$ cat src/rtl/regfile_scoreboard.sv
// Parametrised 2R/1W register file with write-to-read bypass, optional zero register,
// a post-reset initialisation sequencer and a per-entry pending (RAW hazard) scoreboard.
module regfile_scoreboard #(
    parameter int unsigned DATA_WIDTH = 32,
    parameter int unsigned ADDR_WIDTH = 5,
    parameter bit          ZERO_REG   = 1'b1,
    parameter bit          INIT_INDEX = 1'b1
) (
    input  logic                  clk,
    input  logic                  rst,
    input  logic [ADDR_WIDTH-1:0] rd_sel1,
    input  logic [ADDR_WIDTH-1:0] rd_sel2,
    output logic [DATA_WIDTH-1:0] rd_data1,
    output logic [DATA_WIDTH-1:0] rd_data2,
    input  logic                  wr_en,
    input  logic [ADDR_WIDTH-1:0] wr_sel,
    input  logic [DATA_WIDTH-1:0] wr_data,
    input  logic                  issue_en,
    input  logic [ADDR_WIDTH-1:0] issue_sel,
    output logic                  pend1,
    output logic                  pend2,
    output logic                  init_busy
);

    localparam int unsigned DEPTH = 2 ** ADDR_WIDTH;

    typedef enum logic {
        S_INIT  = 1'b0,
        S_READY = 1'b1
    } state_t;

    state_t                  state_q;
    logic [ADDR_WIDTH-1:0]   cnt_q;
    logic                    busy_q;
    logic [DEPTH-1:0]        pend_q;
    logic [DEPTH-1:0]        pend_d;
    logic [DATA_WIDTH-1:0]   mem_q [DEPTH];

    logic                    ready;
    logic                    wr_ok;
    logic                    issue_ok;
    logic                    mem_we;
    logic [ADDR_WIDTH-1:0]   mem_waddr;
    logic [DATA_WIDTH-1:0]   mem_wdata;
    logic [DATA_WIDTH-1:0]   init_val;

    assign ready     = (state_q == S_READY);
    assign init_busy = busy_q;

    // Writes to the hardwired zero entry are treated as if they never happened.
    assign wr_ok    = wr_en && ready && !(ZERO_REG && (wr_sel == '0));
    assign issue_ok = issue_en && ready;

    assign init_val = INIT_INDEX ? DATA_WIDTH'(cnt_q) : '0;

    always_comb begin
        mem_we    = 1'b0;
        mem_waddr = wr_sel;
        mem_wdata = wr_data;
        if (!rst) begin
            if (state_q == S_INIT) begin
                mem_we    = 1'b1;
                mem_waddr = cnt_q;
                mem_wdata = init_val;
            end else begin
                mem_we    = wr_ok;
            end
        end
    end

    always_ff @(posedge clk) begin
        if (mem_we) begin
            mem_q[mem_waddr] <= mem_wdata;
        end
    end

    // Clear first, then set, so a same-cycle issue to the written entry stays pending.
    always_comb begin
        pend_d = pend_q;
        if (wr_ok) begin
            pend_d[wr_sel] = 1'b0;
        end
        if (issue_ok) begin
            pend_d[issue_sel] = 1'b1;
        end
        if (ZERO_REG) begin
            pend_d[0] = 1'b0;
        end
    end

    always_ff @(posedge clk) begin
        if (rst) begin
            state_q <= S_INIT;
            cnt_q   <= '0;
            busy_q  <= 1'b1;
            pend_q  <= '0;
        end else begin
            case (state_q)
                S_INIT: begin
                    cnt_q <= cnt_q + 1'b1;
                    if (cnt_q == '1) begin
                        state_q <= S_READY;
                        busy_q  <= 1'b0;
                    end
                end
                S_READY: begin
                    pend_q <= pend_d;
                end
                default: begin
                    state_q <= S_INIT;
                    cnt_q   <= '0;
                    busy_q  <= 1'b1;
                end
            endcase
        end
    end

    always_comb begin
        rd_data1 = '0;
        pend1    = 1'b0;
        if (ready && !(ZERO_REG && (rd_sel1 == '0))) begin
            if (wr_ok && (wr_sel == rd_sel1)) begin
                rd_data1 = wr_data;
            end else begin
                rd_data1 = mem_q[rd_sel1];
                pend1    = pend_q[rd_sel1];
            end
        end
    end

    always_comb begin
        rd_data2 = '0;
        pend2    = 1'b0;
        if (ready && !(ZERO_REG && (rd_sel2 == '0))) begin
            if (wr_ok && (wr_sel == rd_sel2)) begin
                rd_data2 = wr_data;
            end else begin
                rd_data2 = mem_q[rd_sel2];
                pend2    = pend_q[rd_sel2];
            end
        end
    end

endmodule
$ cat config.mk
export PLATFORM = sky130hd
export DESIGN_NAME = regfile_scoreboard
export DESIGN_NICKNAME = d
export VERILOG_FILES = /design/src/rtl/regfile_scoreboard.sv
export SDC_FILE = /design/constraint.sdc
export NUM_CORES = 1
export LEC_CHECK = 0
export CAP_MARGIN = 10
export CELL_PAD_IN_SITES_DETAIL_PLACEMENT = 1
export CELL_PAD_IN_SITES_GLOBAL_PLACEMENT = 1
export CORE_UTILIZATION = 55
export DETAILED_ROUTE_END_ITERATION = 16
export GPL_TIMING_DRIVEN = 1
export PLACE_DENSITY_LB_ADDON = 0.1
export SKIP_CTS_REPAIR_TIMING = 1
export SLEW_MARGIN = 25
export SYNTH_ARGS = -nofsm -noshare
export SYNTH_HDL_FRONTEND = slang
export SYNTH_SLANG_ARGS = --single-unit
$ cat constraint.sdc
create_clock -name clk -period 4.75 [get_ports clk]
set_input_delay 0.475 -clock clk [delete_from_list [all_inputs] [get_ports clk]]
set_output_delay 0.475 -clock clk [all_outputs]
set_load 0.01 [all_outputs]
# After elaboration in Yosys (flattened, before gate mapping)
# Memories as Yosys holds them, arrays and structs flattened.
# Cells that the tools add are included.
totals:
  regBits: 38
  latch_bits: 0
  ramBits: 1024
  rom_bits: 0
  in_bits: 56
  out_inout_bits: 67
  memories: 1
op_classes:
  n_addsub: 1
  n_mul: 0
  div: 0
  magnitude_cmp: 6
  n_eq_ne: 3
  shifts: 0
  n_mux: 28
  n_bitwise: 4
  n_reduce_logical: 16
mem_list:
  columns: ["name", "depth", "width", "rd", "rd_clocked_by_memory_dff", "write_ports", "line", "source"]
  rows:
  - ["mem_q", 32, 32, 2, 0, 1, "37", "logic [DATA_WIDTH-1:0] mem_q [DEPTH];"]
op_table:
  columns: ["cell", "count"]
  rows:
  - ["32-bit two-way mux", 8]
  - ["32-bit bitwise AND", 1]
  - ["32-bit inverter", 1]
  - ["32-bit bitwise OR", 1]
  - ["5-bit by 6-bit less-than comparator with 1-bit output, second input constant", 4]
  - ["5-bit logical NOT", 3]
  - ["1-bit two-way mux", 14]
  - ["1-bit binary-select mux with 5-bit select", 2]
  - ["1-bit demux with 5-bit select", 2]
  - ["5-bit equality test", 2]
  - ["5-bit by 1-bit >= comparator with 1-bit output, second input constant", 2]
  - ["5-bit two-way mux", 2]
  - ["1-bit logical AND", 9]
  - ["5-bit by 1-bit adder with 5-bit output, second input constant", 1]
  - ["5-bit equality test, second input constant", 1]
  - ["1-bit logical NOT", 3]
  - ["2-bit AND reduction", 1]
  - ["1-bit inverter", 1]

# Logic depth before layout (Yosys ltp)
# Gate-level depths: netlist (run 1).
logic_depth:
  ltp_word: 9
  ltp_mapped: 9
  ltp_nobuf: 5

# Worst setup path after synthesis (run 1)
# Ideal clock, no wire load.
synth_timing:
  kind: "input -> register"
  startpoint: "in wr_sel[0]"
  endpoint: "mem mem_q[0][0], enable pin"
  setup_ns: 0.421
  t_arrival_ns: 2.773
  required_ns: 4.329
  slack_ns: 1.556
  path_stages: 7
  n_path_buf: 2
  cell_sequence: "buf_2 or2_1 buf_2 o211ai_2 o22ai_1 nand2_1 nor2_1"
synth_via:
  elab_chain_len: 7
  word_cells_on_any_way: 9
  classes_between: "mux: 6; reduce/logical: 3"
synth_rtl:
  columns: ["item", "line", "source"]
  rows:
  - ["from (decl)", "16", "input logic [ADDR_WIDTH-1:0] wr_sel,"]
  - ["5-bit logical NOT", "51", "assign wr_ok = wr_en && ready && !(ZERO_REG && (wr_sel == '0));"]
  - ["1-bit logical NOT", "51", null]
  - ["1-bit logical AND", "51", null]
  - ["1-bit two-way mux", "61", "if (state_q == S_INIT) begin"]
  - ["1-bit two-way mux", "60", "if (!rst) begin"]
  - ["1-bit two-way mux", "72", "if (mem_we) begin"]
  - ["1-bit two-way mux (not written as such)", "73", "mem_q[mem_waddr] <= mem_wdata;"]
  - ["to (decl)", "37", null]
# Several ways; a longest one is shown, not always the timed one.

# Worst setup path in the final report (run 1)
layout_timing:
  startpoint: "reg state_q (netlist: ready)"
  endpoint: "out rd_data1[19]"
layout_via:
  elab_chain_len: 5
  word_cells_on_any_way: 6
  classes_between: "mux: 2; reduce/logical: 4"
layout_rtl:
  columns: ["item", "line", "source"]
  rows:
  - ["from (decl)", "32", "state_t state_q;"]
  - ["from (signal assigned)", "93", "state_q <= S_INIT;"]
  - ["from (signal assigned)", "102", "state_q <= S_READY;"]
  - ["from (signal assigned)", "110", "state_q <= S_INIT;"]
  - ["1-bit logical AND (2 in series)", "51", null]
  - ["1-bit logical AND", "122", "if (wr_ok && (wr_sel == rd_sel1)) begin"]
  - ["32-bit two-way mux", "122", null]
  - ["32-bit two-way mux (*)", "121", "if (ready && !(ZERO_REG && (rd_sel1 == '0))) begin"]
  - ["to (decl)", "13", "output logic [DATA_WIDTH-1:0] rd_data1,"]
# Every way passes the cells marked *; elsewhere a longest branch is shown, timed or not.

==> results of run 1 <==
==> layer usage <==
metal	vias to the layer above	routed length (um)
li1	12490	-
met1	17192	61800
met2	2249	83600
met3	513	19500
met4	4	8580
met5	-	17
==> layout make-up <==
type,count,area (sq um),area share
Sequential cell,1062,31500,0.545
Multi-Input combinational cell,1565,18300,0.316
Timing Repair Buffer,304,3100,0.0536
Clock buffer,132,2850,0.0492
Tap cell,1186,1480,0.0257
Clock inverter,64,572,0.00989
Inverter,5,18.8,0.000325
Antenna cell,1,2.50,0.0000433
==> logic make-up (layout without fill, tap and decap cells) <==
| kind of cell | count (synthesis) | after routing | synth area share |
|---|---|---|---|
| flip-flops | 1062 | 1062 | 0.620 |
| buffers and inverters | 246 | 505 | 0.0280 |
| AND/OR/NAND/NOR | 321 | 321 | 0.0306 |
| other | 0 | 1 | 0 |
| AO/OA/AOI/OAI | 515 | 515 | 0.0677 |
| adder cells (fa/ha/maj) | 2 | 2 | 0.000492 |
| XOR/XNOR | 13 | 13 | 0.00224 |
| multiplexers | 714 | 714 | 0.251 |
==> layout by cell type, fill, tap and decap left out, drive strengths merged, types with 25 or more instances in the layout <==
| cell | count |
|---|---|
| mux4 | 434 |
| nor2b | 65 |
| a21oi | 94 |
| a22oi | 138 |
| nand2 | 115 |
| o21ai | 98 |
| clkbuf | 132 |
| a32o | 25 |
| mux2 | 122 |
| mux2i | 158 |
| clkinv | 50 |
| clkdlybuf4s50 | 112 |
| buf | 192 |
| dfxtp | 38 |
| nor2 | 51 |
| o22ai | 55 |
| o211ai | 28 |
| nand3 | 46 |
| edfxtp | 1024 |
==> registers in the layout (all words and copies together) (netlist names) <==
| name | flops |
|---|---|
| cnt_q | 5 |
| ready | 1 |
| init_busy | 1 |
| mem_q | 1024 |
| pend_q | 31 |
==> report_power, final <==
group	internal, W	switching [W]
combinational	0.000729	0.00119
clock	0.00478	0.00364
sequential	0.0104	0.0000407
==> how the worst max path moves through the flow <==
stage,endpoint,cells after the start
final,rd_data1[19],5
after global routing,rd_data1[19],5
after CTS,rd_data1[19],5
after detailed placement,rd_data1[19],7
after global placement,rd_data1[19],7
after floorplan,mem_q[0][0],7
==> worst max-delay path, stage by stage, from the launching register on <==
cell	delay, ns
dfxtp_1	0.79
o211ai_2	0.37
nor3_4	0.88
nand2_1	0.17
o21ai_1	0.37
clkdlybuf4s50_1	0.66
==> through the flow <==
stage | setup slack (ns) | hold WS [ns] | instance area (sq um)
floorplan | 1.56 | 0.459 | 50800
global placement | 0.648 | 0.449 | 54300
detailed placement | 0.543 | 0.477 | 54400
CTS | 0.418 | 0.492 | 57800
global route | 0.302 | 0.507 | 57800
finish | 0.325 | 0.487 | 57800
==> flow_summary.toml, run 1 <==
[outcome]
status = "complete, no violations"

[floorplanning]
floorplan.die.width_um = 306
die_area_sq_um = 93600
dieHeight_um = 306
core-area_sq_um = 91700
floorplan.initialDensity = 0.554
i_o_pins = 123
fp-row-count = 111

[cells_and_area]
finish.utilization = 0.631
final_layout_size_suffix_gt1_frac = 0.304
layout.cells.non_filler = 4319
fillers = 7764
total_number_of_nets_in_the_final_design = 3105
area_growth_syn_to_layout_pct = 13.7

[global_route]
met2_usage = 0.596
global_route_wire_length_before_repair_um = 247000
grt_most_used_layer = "met2"
overflow = 0
globalRouteMet1Util = 0.493
grtUsageTotal = 0.374
grt_util_met3 = 0.0832
number_of_antenna_violations_at_the_first_check_in_global_routing = 4
largest_net_degree_at_the_start_of_global_routing = 98
grt_pass1_vias = 34020

[synth]
synth.yosys.seq_area_share = 0.620
post_synthesis_cell_type_with_the_largest_combined_area = "edfxtp_1"
post_synth.cell_area_avg_sq_um = 17.7
post-synth-top-count-cell = "edfxtp_1"
asyncSetResetFlopFracSynth = 0
syn-cell-area_sq_um = 50800
synth_enable_flop_cells = 1024
synth-warning-count = 0
synth_commonest_cells = "edfxtp_1 (1024), mux4_2 (427), mux2i_1 (158)"
synth.ff_latch_count = 1062
yosysUniqueCellTypes = 60
yosys-top-cells-area = "edfxtp_1 (61%), mux4_2 (19%), mux2i_1 (3.1%)"
syn_nets = 2931
synth-main-ff-cell = "edfxtp_1"
synthCells = 2873
synth_top_cell_area_share = 0.605

[drt]
wl_per_cell_um = 40.2
postRouteWirelength_um = 173000
routed_via_density = 7.51
initialDrtViolationCount = 4187
ant_nets = 0
post-route-drc-count = 0
route.vias.total = 32448
detail_route.first_pass.iterations = 5

[sta]
period_needed_ns = 4.42
fmax_mhz = 226
tightestPinTransition_ns = 1.19
min_period_over_period = 0.932
timing.final.max_slew_violations = 0
finalClockSkew_ns = 0.0227
slew_headroom = 0.209
total_of_endpoints_with_negative_setup_slack_in_the_final_report = 0
report.final.hold_viol_count = 0
setup_total_negative_slack_ns = 0
rsz0062_at_grt = "false"

[worst_setup_path]
r2r_setup_slack_ns = 1.19
crit_path_max_fo = 18
r2r_start = "ready"
worst-r2r-cell-count = 7
worst_ep_arrival_time_ns = 3.95
setup.worst_path.start_class = "flip-flop"
worst_ep_required_ns = 4.28
timing_worst_setup_path_type = "reg -> out"
setup.worst_path.end_class = "primary output"
setup.worst_path.start = "ready"
regToRegEndpoint = "mem_q[11][7]"

[min_path]
hp-class = "reg -> reg"
min_delay_worst_endpoint = "init_busy"
min_path_cells = 1
hold_path.startpoint = "init_busy"

[power]
report.power.total_w = 0.0207
irDropWorstVdd_uv = 330
p_leak_nw = 18.5
power_density_nw_per_um2 = 359

[clock_network]
clock-sinks = 1062
tritoncts = "done"
cts_buffer_depth = 3
cts.clk_slew.worst_paths_ns = 0.07
cts_htree_levels = 3
clock_latency_ns = 0.71
cts-root-buf = "clkbuf_16"
numCtsBuffers = 109

[placement]
finalWeightedCongestion = 0.901
dp_cells = 4122
place.detailed.hpwl_um = 106000
port-buffer-count = 122

[flow_run]
max_cap_violations = 0
No activity file was read; power rests on OpenSTA's default activity.
==> run 2, diff against run 1 <==
--- a/config.mk
+++ b/config.mk
@@ -12,6 +12,7 @@
 export DETAILED_ROUTE_END_ITERATION = 16
 export GPL_TIMING_DRIVEN = 1
 export PLACE_DENSITY_LB_ADDON = 0.1
+export SETUP_SLACK_MARGIN = 0.02
 export SKIP_CTS_REPAIR_TIMING = 1
 export SLEW_MARGIN = 25
 export SYNTH_ARGS = -nofsm -noshare
==> results of run 2 <==
The final DEF is identical to that of run 1; final timing and power are the same.
